### config.mk
export PLATFORM = sky130hd
export DESIGN_NAME = uart_tx_flat
export DESIGN_NICKNAME = d
export VERILOG_FILES = /design/src/rtl/uart_pkg.sv /design/src/rtl/uart_tx_if.sv /design/src/rtl/sync_fifo.sv /design/src/rtl/uart_tx.sv /design/src/flat_wrapper.sv
export SDC_FILE = /design/constraint.sdc
export NUM_CORES = 1
export LEC_CHECK = 0
export CORE_MARGIN = 3
export CORE_UTILIZATION = 56
export DETAILED_ROUTE_END_ITERATION = 8
export PLACE_DENSITY = 0.75
export SLEW_MARGIN = 20
export SYNTH_ARGS = -nofsm -noshare
export SYNTH_HDL_FRONTEND = slang
export SYNTH_HIERARCHICAL = 1
export SYNTH_SLANG_ARGS = --single-unit
### constraint.sdc
create_clock -name clk -period 2.9 [get_ports clk]
set_clock_uncertainty 0.1 [all_clocks]
set_input_delay 0.725 -clock clk [delete_from_list [all_inputs] [get_ports clk]]
set_output_delay 0.725 -clock clk [all_outputs]
set_load 0.005 [all_outputs]
### src/rtl/uart_pkg.sv
// Shared UART definitions: data width, FSM state encoding and baud divisor helper.
// Used by uart_tx and by the companion uart_rx.
package uart_pkg;

  localparam int DATA_BITS = 8;

  typedef enum logic [1:0] {
    ST_IDLE  = 2'd0,
    ST_START = 2'd1,
    ST_DATA  = 2'd2,
    ST_STOP  = 2'd3
  } uart_state_e;

  function automatic int clks_per_bit(input int clk_hz, input int baud);
    return clk_hz / baud;
  endfunction

endpackage

### src/rtl/uart_tx_if.sv
// Producer-side byte stream plus line/status signals of the UART transmitter.
interface uart_tx_if;
  import uart_pkg::*;

  logic [DATA_BITS-1:0] data;
  logic                 data_valid;
  logic                 ready;
  logic                 busy;
  logic                 tx;

  modport master (output data, output data_valid, input ready, input busy, input tx);
  modport slave  (input data, input data_valid, output ready, output busy, output tx);

endinterface

### src/rtl/sync_fifo.sv
// Single-clock FIFO with wrap-bit pointers; pop is read-first (dout valid while not empty).
// Pushes while full and pops while empty are ignored; reset is synchronous, active low.
module sync_fifo #(
  parameter int WIDTH = 8,
  parameter int DEPTH = 16
) (
  input  logic             clk,
  input  logic             rst_n,
  input  logic             push_i,
  input  logic [WIDTH-1:0] din_i,
  input  logic             pop_i,
  output logic [WIDTH-1:0] dout_o,
  output logic             full_o,
  output logic             empty_o
);

  localparam int AW    = $clog2(DEPTH);
  localparam int PTR_W = AW + 1;

  logic [WIDTH-1:0] mem_q [DEPTH];
  logic [PTR_W-1:0] wr_ptr_q;
  logic [PTR_W-1:0] rd_ptr_q;
  logic             push_s;
  logic             pop_s;

  assign full_o  = (wr_ptr_q[AW] != rd_ptr_q[AW]) && (wr_ptr_q[AW-1:0] == rd_ptr_q[AW-1:0]);
  assign empty_o = (wr_ptr_q == rd_ptr_q);
  assign push_s  = push_i && !full_o;
  assign pop_s   = pop_i && !empty_o;
  assign dout_o  = mem_q[rd_ptr_q[AW-1:0]];

  // Pointer update; anything pushed during reset is dropped.
  always_ff @(posedge clk) begin
    if (!rst_n) begin
      wr_ptr_q <= {PTR_W{1'b0}};
      rd_ptr_q <= {PTR_W{1'b0}};
    end else begin
      if (push_s) begin
        wr_ptr_q <= wr_ptr_q + PTR_W'(1);
      end
      if (pop_s) begin
        rd_ptr_q <= rd_ptr_q + PTR_W'(1);
      end
    end
  end

  // Storage write.
  always_ff @(posedge clk) begin
    if (rst_n && push_s) begin
      mem_q[wr_ptr_q[AW-1:0]] <= din_i;
    end
  end

endmodule

### src/rtl/uart_tx.sv
// 8N1 UART transmitter, LSB first, idle-high line, fed from an internal byte FIFO.
// Back-to-back bytes are sent with no gap between stop and next start bit.
module uart_tx
  import uart_pkg::*;
#(
  parameter int CLK_FREQUENCY_HZ = 25_175_000,
  parameter int BAUD_RATE        = 9600,
  parameter int FIFO_DEPTH       = 16
) (
  input  logic     clk,
  input  logic     rst_n,
  uart_tx_if.slave bus
);

  localparam int CLKS_PER_BIT = clks_per_bit(CLK_FREQUENCY_HZ, BAUD_RATE);
  localparam int CNT_W        = (CLKS_PER_BIT > 1) ? $clog2(CLKS_PER_BIT) : 1;
  localparam int IDX_W        = $clog2(DATA_BITS);
  localparam logic [CNT_W-1:0] CNT_LAST = CNT_W'(CLKS_PER_BIT - 1);
  localparam logic [IDX_W-1:0] IDX_LAST = IDX_W'(DATA_BITS - 1);

  uart_state_e          state_q;
  logic [CNT_W-1:0]     baud_q;
  logic [IDX_W-1:0]     bit_idx_q;
  logic [DATA_BITS-1:0] shift_q;
  logic                 tx_q;

  logic [DATA_BITS-1:0] fifo_dout_s;
  logic                 fifo_full_s;
  logic                 fifo_empty_s;
  logic                 push_s;
  logic                 pop_s;
  logic                 baud_wrap_s;

  sync_fifo #(
    .WIDTH (DATA_BITS),
    .DEPTH (FIFO_DEPTH)
  ) u_fifo (
    .clk     (clk),
    .rst_n   (rst_n),
    .push_i  (push_s),
    .din_i   (bus.data),
    .pop_i   (pop_s),
    .dout_o  (fifo_dout_s),
    .full_o  (fifo_full_s),
    .empty_o (fifo_empty_s)
  );

  assign push_s   = bus.data_valid && !fifo_full_s;
  assign bus.ready = !fifo_full_s;
  assign bus.busy  = (state_q != ST_IDLE) || !fifo_empty_s;
  assign bus.tx    = tx_q;

  // Pop decision: a new byte is taken when idle or exactly as a stop bit ends.
  always_comb begin
    baud_wrap_s = (baud_q == CNT_LAST);
    pop_s       = 1'b0;
    case (state_q)
      ST_IDLE: pop_s = !fifo_empty_s;
      ST_STOP: pop_s = baud_wrap_s && !fifo_empty_s;
      default: pop_s = 1'b0;
    endcase
  end

  // Frame sequencer; tx is updated together with each state change so it stays aligned.
  always_ff @(posedge clk) begin
    if (!rst_n) begin
      state_q   <= ST_IDLE;
      baud_q    <= {CNT_W{1'b0}};
      bit_idx_q <= {IDX_W{1'b0}};
      shift_q   <= {DATA_BITS{1'b0}};
      tx_q      <= 1'b1;
    end else begin
      case (state_q)
        ST_IDLE: begin
          baud_q <= {CNT_W{1'b0}};
          tx_q   <= 1'b1;
          if (pop_s) begin
            shift_q <= fifo_dout_s;
            state_q <= ST_START;
            tx_q    <= 1'b0;
          end
        end
        ST_START: begin
          if (baud_wrap_s) begin
            baud_q    <= {CNT_W{1'b0}};
            bit_idx_q <= {IDX_W{1'b0}};
            state_q   <= ST_DATA;
            tx_q      <= shift_q[0];
          end else begin
            baud_q <= baud_q + CNT_W'(1);
          end
        end
        ST_DATA: begin
          if (baud_wrap_s) begin
            baud_q <= {CNT_W{1'b0}};
            if (bit_idx_q == IDX_LAST) begin
              state_q <= ST_STOP;
              tx_q    <= 1'b1;
            end else begin
              shift_q   <= {1'b0, shift_q[DATA_BITS-1:1]};
              bit_idx_q <= bit_idx_q + IDX_W'(1);
              tx_q      <= shift_q[1];
            end
          end else begin
            baud_q <= baud_q + CNT_W'(1);
          end
        end
        ST_STOP: begin
          if (baud_wrap_s) begin
            baud_q <= {CNT_W{1'b0}};
            if (pop_s) begin
              shift_q <= fifo_dout_s;
              state_q <= ST_START;
              tx_q    <= 1'b0;
            end else begin
              state_q <= ST_IDLE;
              tx_q    <= 1'b1;
            end
          end else begin
            baud_q <= baud_q + CNT_W'(1);
          end
        end
        default: begin
          state_q <= ST_IDLE;
          tx_q    <= 1'b1;
        end
      endcase
    end
  end

endmodule

### src/flat_wrapper.sv
// flat-port wrapper written by rule: the top's interface ports become plain ports
module uart_tx_flat import uart_pkg::*;
#(
  parameter int CLK_FREQUENCY_HZ = 25_175_000,
  parameter int BAUD_RATE        = 9600,
  parameter int FIFO_DEPTH       = 16
)
  (clk, rst_n, bus_data, bus_data_valid, bus_ready, bus_busy, bus_tx);
  uart_tx_if bus_i ();
  input  logic clk;
  input  logic rst_n;
  input wire logic [$bits(bus_i.data)-1:0] bus_data;
  input wire logic [$bits(bus_i.data_valid)-1:0] bus_data_valid;
  output wire logic [$bits(bus_i.ready)-1:0] bus_ready;
  output wire logic [$bits(bus_i.busy)-1:0] bus_busy;
  output wire logic [$bits(bus_i.tx)-1:0] bus_tx;
  assign bus_i.data = bus_data;
  assign bus_i.data_valid = bus_data_valid;
  assign bus_ready = bus_i.ready;
  assign bus_busy = bus_i.busy;
  assign bus_tx = bus_i.tx;
  uart_tx #(.CLK_FREQUENCY_HZ(CLK_FREQUENCY_HZ), .BAUD_RATE(BAUD_RATE), .FIFO_DEPTH(FIFO_DEPTH)) u_core (.clk(clk), .rst_n(rst_n), .bus(bus_i));
endmodule
# == Word level (Yosys, flattened, before mapping) ==
# Memory sizes are Yosys's and may differ from the RTL's. A register that Yosys moved wholly into a read port is not among the register bits.
# Cells that the tools add are included.
# op_classes
reduce_logical,18
eq_ne,14
muxes,29
add_sub_neg,4
# ops
operator,n
$mux 8,4
$pmux 12 s2,1
$pmux 8 s3,1
$add 12x1->12 const B,1
$eq 12x12->1 const B,1
$mux 12,1
$add 5x1->5 const B,2
$mux 2,5
$mux 3,3
$mux 1,8
$mux 4,2
$ne 2x1->1 const B,4
$pmux 2 s4,1
$reduce_and 4->1,2
$logic_and 1x1->1,6
$pmux 3 s2,1
$eq 5x5->1,1
$reduce_and 5->1,1
$eq 2x2->1 const B,2
$eq 4x4->1,1
$ne 2x2->1 const B,2
$pmux 1 s4,1
$reduce_bool 2->1,2
$add 3x1->3 const B,1
10 further kinds,11
# word_totals
in_bits,11
ram_bits,128
output_inout_bits,3
memories,1
word_cells,73
reg_bits,36
# memory_table
memory,depth,word_bits,rd,rd_clocked_by_memory_dff,write_ports,line_no,rtl
u_core.u_fifo.mem_q,16,8,1,1,1,sync_fifo.sv:20,logic [WIDTH-1:0] mem_q [DEPTH];

# == Logic depth before layout (Yosys ltp) ==
# Gate-level depths: netlist of run 1.
# logic_depth
word_depth,8
depth_mapped,10
ltp_nobuf,9

# == Cells and area by module ==
# Netlist of run 1, hierarchy kept.
# modules_own_cells
module,area_per_inst_um2,seq_area_each_um2,cells_per_inst,n_inst
sync_fifo,5809.3,4124.0,283,1
uart_tx,1550.2,520.5,167,1

# == Worst setup path before layout of run 1 ==
# Ideal clock, no wire load.
# synth_path
path_type,reg2reg
startpoint,register u_core.u_fifo.wr_ptr_q[4]
endpoint,memory u_core.u_fifo.mem_q[0][0] (enable)
setup_time_ns,0.395
synth_period_minus_slack_ns,2.741
arrival_time_ns,2.247
t_required_ns,2.405
setup_slack_ns,0.159
path_buffers,1
path_stages_with_launch,7
cell_sequence,dfxtp_1 -> xnor2_1 -> nor2_1 -> nor2b_1 -> o21ai_2 -> buf_2 -> nor4_1
# synth_via
elab_chain_len,8
# synth_lines
element,line_no,rtl
"start, declared",sync_fifo.sv:21,logic [PTR_W-1:0] wr_ptr_q;
"start signal, assigned",sync_fifo.sv:35,wr_ptr_q <= {PTR_W{1'b0}};
"start signal, assigned",sync_fifo.sv:39,wr_ptr_q <= wr_ptr_q + PTR_W'(1);
$ne 1x1->1,sync_fifo.sv:26,assign full_o = (wr_ptr_q[AW] != rd_ptr_q[AW]) && (wr_ptr_q[AW-1:0] == rd_ptr_q[AW-1:0]);
$logic_and 1x1->1,sync_fifo.sv:26,
via u_core.fifo_full_s,uart_tx.sv:28,logic fifo_full_s;
$logic_not 1->1,uart_tx.sv:48,assign push_s = bus.data_valid && !fifo_full_s;
$logic_and 1x1->1,uart_tx.sv:48,
via u_core.push_s,uart_tx.sv:30,logic push_s;
$logic_and 1x1->1,sync_fifo.sv:28,assign push_s = push_i && !full_o;
$logic_and 1x1->1,sync_fifo.sv:49,if (rst_n && push_s) begin
$mux 1,sync_fifo.sv:49,
$mux 1 (not written as such),sync_fifo.sv:50,mem_q[wr_ptr_q[AW-1:0]] <= din_i;
"end, declared",sync_fifo.sv:20,
# The timed path passes the listed nets, and every way through them passes these cells.

# == Final worst setup path of run 1 ==
# layout_path
startpoint,register u_core.u_fifo.rd_ptr_q[3]
endpoint,output bus_ready
# layout_via
elab_chain_len,3
# layout_lines
element,line_no,rtl
"start, declared",sync_fifo.sv:22,logic [PTR_W-1:0] rd_ptr_q;
"start signal, assigned",sync_fifo.sv:36,rd_ptr_q <= {PTR_W{1'b0}};
"start signal, assigned",sync_fifo.sv:42,rd_ptr_q <= rd_ptr_q + PTR_W'(1);
$eq 4x4->1,sync_fifo.sv:26,
$logic_and 1x1->1,sync_fifo.sv:26,
via u_core.fifo_full_s,uart_tx.sv:28,
$logic_not 1->1,uart_tx.sv:49,assign bus.ready = !fifo_full_s;
"end, declared",flat_wrapper.sv:14,output wire logic [$bits(bus_i.ready)-1:0] bus_ready;
# The timed path passes the listed nets, and every way through them passes these cells.

==> impl_metrics.json, run 1 <==
{
  "vias": 4084,
  "whs_ps": 359,
  "syn-mean-instance-area_sq_um": 16.4,
  "ios": 14,
  "fillers": 894,
  "wl_um": 14600,
  "first_iter_violations": 439,
  "synth_fa_ha_area_share_pct": 2.38,
  "max_freq_ghz": 0.357,
  "synth_compound_area_share_pct": 3.74,
  "synth_xor_xnor_area_share_pct": 1.79,
  "async_flop_share_pct": 0,
  "clock_latency_ps": 420,
  "grt_pass1_wl_um": 22700,
  "cts_buffers": 17,
  "muxShareOfSynthArea_pct": 16.9,
  "power_density_nw_per_um2": 737,
  "max_slew.worst_pin.slew_ps": 966,
  "timing.slew.headroom_pct": 35.6,
  "status": "finished clean",
  "routedWlPerCell_um": 21.8,
  "antenna_cells": 0,
  "ys.flop_type": "edfxtp_1",
  "hold_violations": 0,
  "netlist_area_sq_um": 7360,
  "die-area_sq_um": 14600,
  "synthCells": 450,
  "final_area_sq_um": 8410,
  "cp-end-kind": "primary output",
  "period_share_pct": 96.5,
  "yosysWarnings": 6,
  "setup_tns_ps": 0,
  "seq_area_frac_synth_pct": 63.1,
  "drt-pass1-iter-count": 5,
  "hold_end": "u_core/shift_q[2]",
  "rows": 41,
  "hold_class": "reg -> reg",
  "leakagePower_nw": 2.80,
  "synth_seq_cells": 168,
  "slew_viol_final": 0,
  "final_cell_mix": "edfxtp_1 (128), nand2_1 (41), dfxtp_1 (34), mux4_1 (28), buf_4 (25)",
  "r2r_slack_ps": 210,
  "synth_nets": 475,
  "grt_use_total_pct": 21.3,
  "htreeDepth": 4,
  "synth_top_family_by_area": "multiplexers",
  "drc_errors": 0,
  "crit_fanout": 4,
  "port_buffers": 13,
  "mostFrequentLayoutCell": "edfxtp_1",
  "peakVddDrop_mv": 0.370,
  "place_congestion": 0.804,
  "via_per_inst": 6.10,
  "core_sq_um": 12700,
  "cts_tree": "yes",
  "clk_pin_slew_worst_paths_ps": 70,
  "drtAntennaViolNets": 0,
  "synthDistinctLibCells": 57,
  "die_y_um": 121,
  "clock-sinks": 168,
  "grt_pass1_vias": 4038,
  "cts_max_path_buffers": 2,
  "dieWidth_um": 121,
  "antenna_found_initial": 0,
  "areaGrowthSynthToFinish_pct": 14.2,
  "ff2ff_path_depth": 7,
  "place_area_sq_um": 7760,
  "period_needed_ps": 2800,
  "root_buffer": "clkbuf_16",
  "final_layout_size_suffix_gt1_share_pct": 21.9,
  "timing.rr.end": "u_core/u_fifo/mem_q[15][7]",
  "synthSimpleGateAreaFrac_pct": 9.20,
  "cap_violations": 0,
  "arrival_ps": 1970,
  "critPathRequiredTime_ps": 2080,
  "synth_top_area_share_pct": 52.2,
  "hpwlAfterDp_um": 9430,
  "nNetsFinal": 509,
  "min_from": "u_core/shift_q[2]",
  "rr_startpoint": "u_core/u_fifo/rd_ptr_q[3]",
  "grt_max_degree": 34,
  "grt-ovfl-total": 0,
  "yosysTopAreaCell": "edfxtp_1",
  "utilization_pct": 66.1,
  "rsz0062_at_grt": "no",
  "holdPathStages": 2,
  "crit_type": "reg -> out",
  "finalSetupViolCount": 0,
  "initial_core_util_pct": 57.8,
  "startpoint_type": "flip-flop",
  "synth_area_leaders": "edfxtp_1 (52%), dfxtp_1 (11%), mux4_1 (10%), mux4_2 (3.7%), ha_1 (2.4%)",
  "synth_edf_count": 128
}
==> synth_stat cells (4+ instances only) <==
cell type	count
buf_1	4
mux2_2	7
nand3_1	6
edfxtp_1	128
o21ai_0	6
a21oi_1	9
nor4_1	5
dfxtp_1	40
mux2i_1	16
mux4_2	12
nor4b_1	4
inv_1	12
clkbuf_1	9
ha_1	14
mux4_1	28
nand2b_1	6
nor3_1	9
nand4_1	10
nor2_1	8
buf_6	6
xnor2_1	6
xor2_1	9
nand2_1	41
nor2_4	8
==> worst max path at each step <==
stage / from / cells past startpoint / to / slack, ps
after floorplan: u_core/u_fifo/wr_ptr_q[4] / 6 / u_core/u_fifo/mem_q[0][0] / 160
after global placement: bus_data_valid / 5 / u_core/u_fifo/mem_q[7][4] / 310
after detailed placement: bus_data_valid / 5 / u_core/u_fifo/mem_q[2][4] / 220
after CTS: u_core/u_fifo/wr_ptr_q[0] / 5 / bus_ready / 6
after global routing: u_core/u_fifo/rd_ptr_q[3] / 5 / bus_ready / 10
final: u_core/u_fifo/rd_ptr_q[3] / 5 / bus_ready / 100
==> logic make-up after synthesis <==
family / count (synthesis)
xor gates and xnor gates: 15
and+or+nand+nor: 117
AOI/OAI and AO/OA: 37
adders and majority gates: 14
muxes: 63
buffers and inverters: 36
DFF: 168
==> repair_timing <==
action                     CTS  global route
hold buffers                 0             0
buffers inserted             1             1
setup endpoints to repair    1             2
gates resized for setup      2            11
pin swaps                    0             2
==> critical path, stage by stage, from the launching register on <==
cell             delay (ps)
dfxtp_1                 410
xnor2_1                 160
nand4_1                 270
nor2_2                  210
inv_1                    50
clkdlybuf4s50_1         440
==> final cells by class <==
cell class | instances | area, sq um | share of cell area [%]
clock buffer | 17 | 425 | 5.06
sequential | 168 | 4650 | 55.4
timing repair buffer | 39 | 340 | 4.05
clock inverter | 15 | 164 | 1.95
tap | 172 | 215 | 2.56
inverter | 12 | 45.0 | 0.536
multi-input combinational | 246 | 2560 | 30.5
==> where the power goes <==
part           leakage (nW)  switching, mW  internal, mW
Clock                 0.281          0.945          1.29
Sequential             1.48         0.0810          2.68
Combinational          1.04          0.638         0.569
==> per-stage QoR <==
| stage | worst slack [ps] | cells | total power, mW |
|---|---|---|---|
| global route | 11.1 | 669 | 6.44 |
| detailed placement | 222 | 635 | 3.97 |
| CTS | 5.66 | 668 | 6.21 |
| finish | 101 | 669 | 6.20 |
| floorplan | 159 | 450 | 3.71 |
| global placement | 315 | 635 | 3.93 |
==> layer usage <==
layer,wire length (um),up-vias,track usage [%]
met3,766,15,5.14
met1,6130,2085,28.4
met4,193,0,6.80
li1,-,1859,-
met5,0,-,0
met2,7490,125,34.8
==> flip-flops by register name, summed over array words and instances, names as in the netlist, named ones only <==
register and count:
u_core/state_q 2, u_core/u_fifo/wr_ptr_q 5, u_core/baud_q 12, u_core/bus.tx 1, u_core/shift_q 8, u_core/u_fifo/mem_q 128, u_core/bit_idx_q 3, u_core/u_fifo/rd_ptr_q 5
(Power assumes the default switching activity.)
==> run 2, diff against run 1 <==
--- a/config.mk
+++ b/config.mk
@@ -5,9 +5,11 @@
 export SDC_FILE = /design/constraint.sdc
 export NUM_CORES = 1
 export LEC_CHECK = 0
+export CAP_MARGIN = 10
 export CORE_MARGIN = 3
 export CORE_UTILIZATION = 56
 export DETAILED_ROUTE_END_ITERATION = 8
+export GPL_TIMING_DRIVEN = 0
 export PLACE_DENSITY = 0.75
 export SLEW_MARGIN = 20
 export SYNTH_ARGS = -nofsm -noshare
==> constraint.sdc (replaced) <==
create_clock -name clk -period 2.9 [get_ports clk]
set_clock_uncertainty 0.1 [all_clocks]
set_input_delay 0.725 -clock clk [delete_from_list [all_inputs] [get_ports clk]]
set_output_delay 0.725 -clock clk [all_outputs]
set_load 0.05 [all_outputs]
==> run 2 against run 1 <==
Against the previous run: non-clock buffer count up 8; the flow now finishes with violations (negative setup slack); sequential power barely moved; via count rose by 2.1%; clock power down 5%; critical path type unchanged.
==> impl_metrics.json, run 2 (synthesis gave the netlist of run 1 again) <==
{
  "status": "complete, but fails checks",
  "violations": "negative setup slack",
  "cap_violations": 0,
  "hold_class": "reg -> reg",
  "clk_pin_slew_worst_paths_ps": 70,
  "areaGrowthSynthToFinish_pct": 15.7,
  "rsz0062_at_grt": "yes",
  "seqCellArea_sq_um": 4640,
  "holdPathStages": 2,
  "setup_tns_ps": -42.1,
  "power_density_nw_per_um2": 727,
  "ff2ff_path_depth": 6,
  "first_iter_violations": 400,
  "finalSetupViolCount": 1,
  "startpoint_type": "flip-flop",
  "die_y_um": 121,
  "drt-pass1-iter-count": 6,
  "arrival_ps": 2120,
  "grt-ovfl-total": 0,
  "grt_pass1_vias": 4049,
  "slew_viol_final": 0,
  "cts_max_path_buffers": 2,
  "root_buffer": "clkbuf_16",
  "whs_ps": 364,
  "grt_max_degree": 17,
  "r2r_slack_ps": 110,
  "routedWlPerCell_um": 22.4,
  "final_cell_mix": "edfxtp_1 (128), nand2_1 (41), dfxtp_1 (40), mux4_1 (28), clkbuf_16 (17)",
  "multiInputGateArea_sq_um": 2690,
  "rows": 41,
  "via_per_inst": 6.16,
  "cts_tree": "yes",
  "dieWidth_um": 121,
  "utilization_pct": 66.9,
  "largest_reg_flops": 128,
  "cts_buffers": 17,
  "drc_errors": 0,
  "place_area_sq_um": 7850,
  "final_area_sq_um": 8510,
  "leakagePower_nw": 2.84,
  "grt_pass1_wl_um": 22900,
  "antenna_found_initial": 0,
  "port_buffers": 13,
  "timing.slew.headroom_pct": 42.9,
  "clock-sinks": 168,
  "postCtsHoldBufs": 0,
  "critPathRequiredTime_ps": 2080,
  "mostFrequentLayoutCell": "edfxtp_1",
  "drtAntennaViolNets": 0,
  "nNetsFinal": 517,
  "max_slew.worst_pin.slew_ps": 857,
  "timing.rr.end": "u_core/u_fifo/mem_q[0][5]",
  "startpoint": "u_core/u_fifo/wr_ptr_q[2]",
  "ios": 14,
  "hpwlAfterDp_um": 9830,
  "hold_end": "u_core/shift_q[3]",
  "cp-end-kind": "primary output",
  "max_freq_ghz": 0.340,
  "wl_um": 15200,
  "htreeDepth": 4,
  "place_congestion": 0.845,
  "die-area_sq_um": 14600,
  "peakVddDrop_mv": 0.777,
  "core_sq_um": 12700,
  "hold_violations": 0,
  "crit_type": "reg -> out",
  "antenna_cells": 0,
  "grt_use_total_pct": 21.7,
  "clock_latency_ps": 430,
  "fillers": 863,
  "crit_fanout": 6,
  "vias": 4170,
  "min_from": "u_core/shift_q[3]",
  "worst_slack_ps": -42.1,
  "period_needed_ps": 2940,
  "final_layout_size_suffix_gt1_share_pct": 21.4,
  "rr_startpoint": "u_core/u_fifo/wr_ptr_q[2]",
  "period_share_pct": 101,
  "initial_core_util_pct": 57.8
}
## run 2: how the worst max path moves through the flow
stage	slack, ps	cells after the start	endpoint
final	-40	5	bus_busy
after global routing	-170	5	bus_busy
after CTS	-130	5	u_core/u_fifo/mem_q[0][5]
after detailed placement	-590	5	u_core/u_fifo/mem_q[0][6]
after global placement	-1260	4	u_core/u_fifo/mem_q[0][5]
after floorplan	160	6	u_core/u_fifo/mem_q[0][0]
## run 2: routing by layer
layer	GRT usage (%)	part of all wire, %	vias up
met5	0	0	-
met1	27.6	39	2110
li1	-	-	1878
met2	35.0	51	158
met3	6.83	7.5	24
met4	8.71	2.5	0
## run 2: what timing repair did
item                       4_1_cts  5_1_grt
gates cloned                     0        0
setup buffers                    0        2
gates resized for setup          3       15
setup endpoints to repair       55      103
pin swaps                        0        1
## run 2: power breakdown
| part | internal [mW] | total, mW | switching (mW) |
|---|---|---|---|
| clock | 1.18 | 2.12 | 0.936 |
| combinational | 0.597 | 1.33 | 0.732 |
| sequential | 2.68 | 2.74 | 0.0619 |
## run 2: metrics by stage
stage                     std cells  total power [mW]  worst slack [ps]
after floorplan                 450              3.76               159
after global placement          635              4.04             -1260
after detailed placement        643              4.09              -592
after CTS                       675              6.20              -125
after global routing            677              6.41              -169
final                           677              6.19             -42.1
## run 2: area by class of cell
type	instances	area share, %
clock buffers	22	5.57
plain buffers	24	1.97
clock inverters	10	0.999
flip-flops and latches	168	54.6
inverters	12	0.529
well taps	172	2.53
multi-input cells	246	31.6
repair buffers	23	2.26
## run 2: critical path, stage by stage, from the launching register on
cell           delay, ps
dfxtp_1              460
xnor2_1              200
nand4_1              260
nor2_2               260
nand2_1               70
dlygate4sd2_1        430
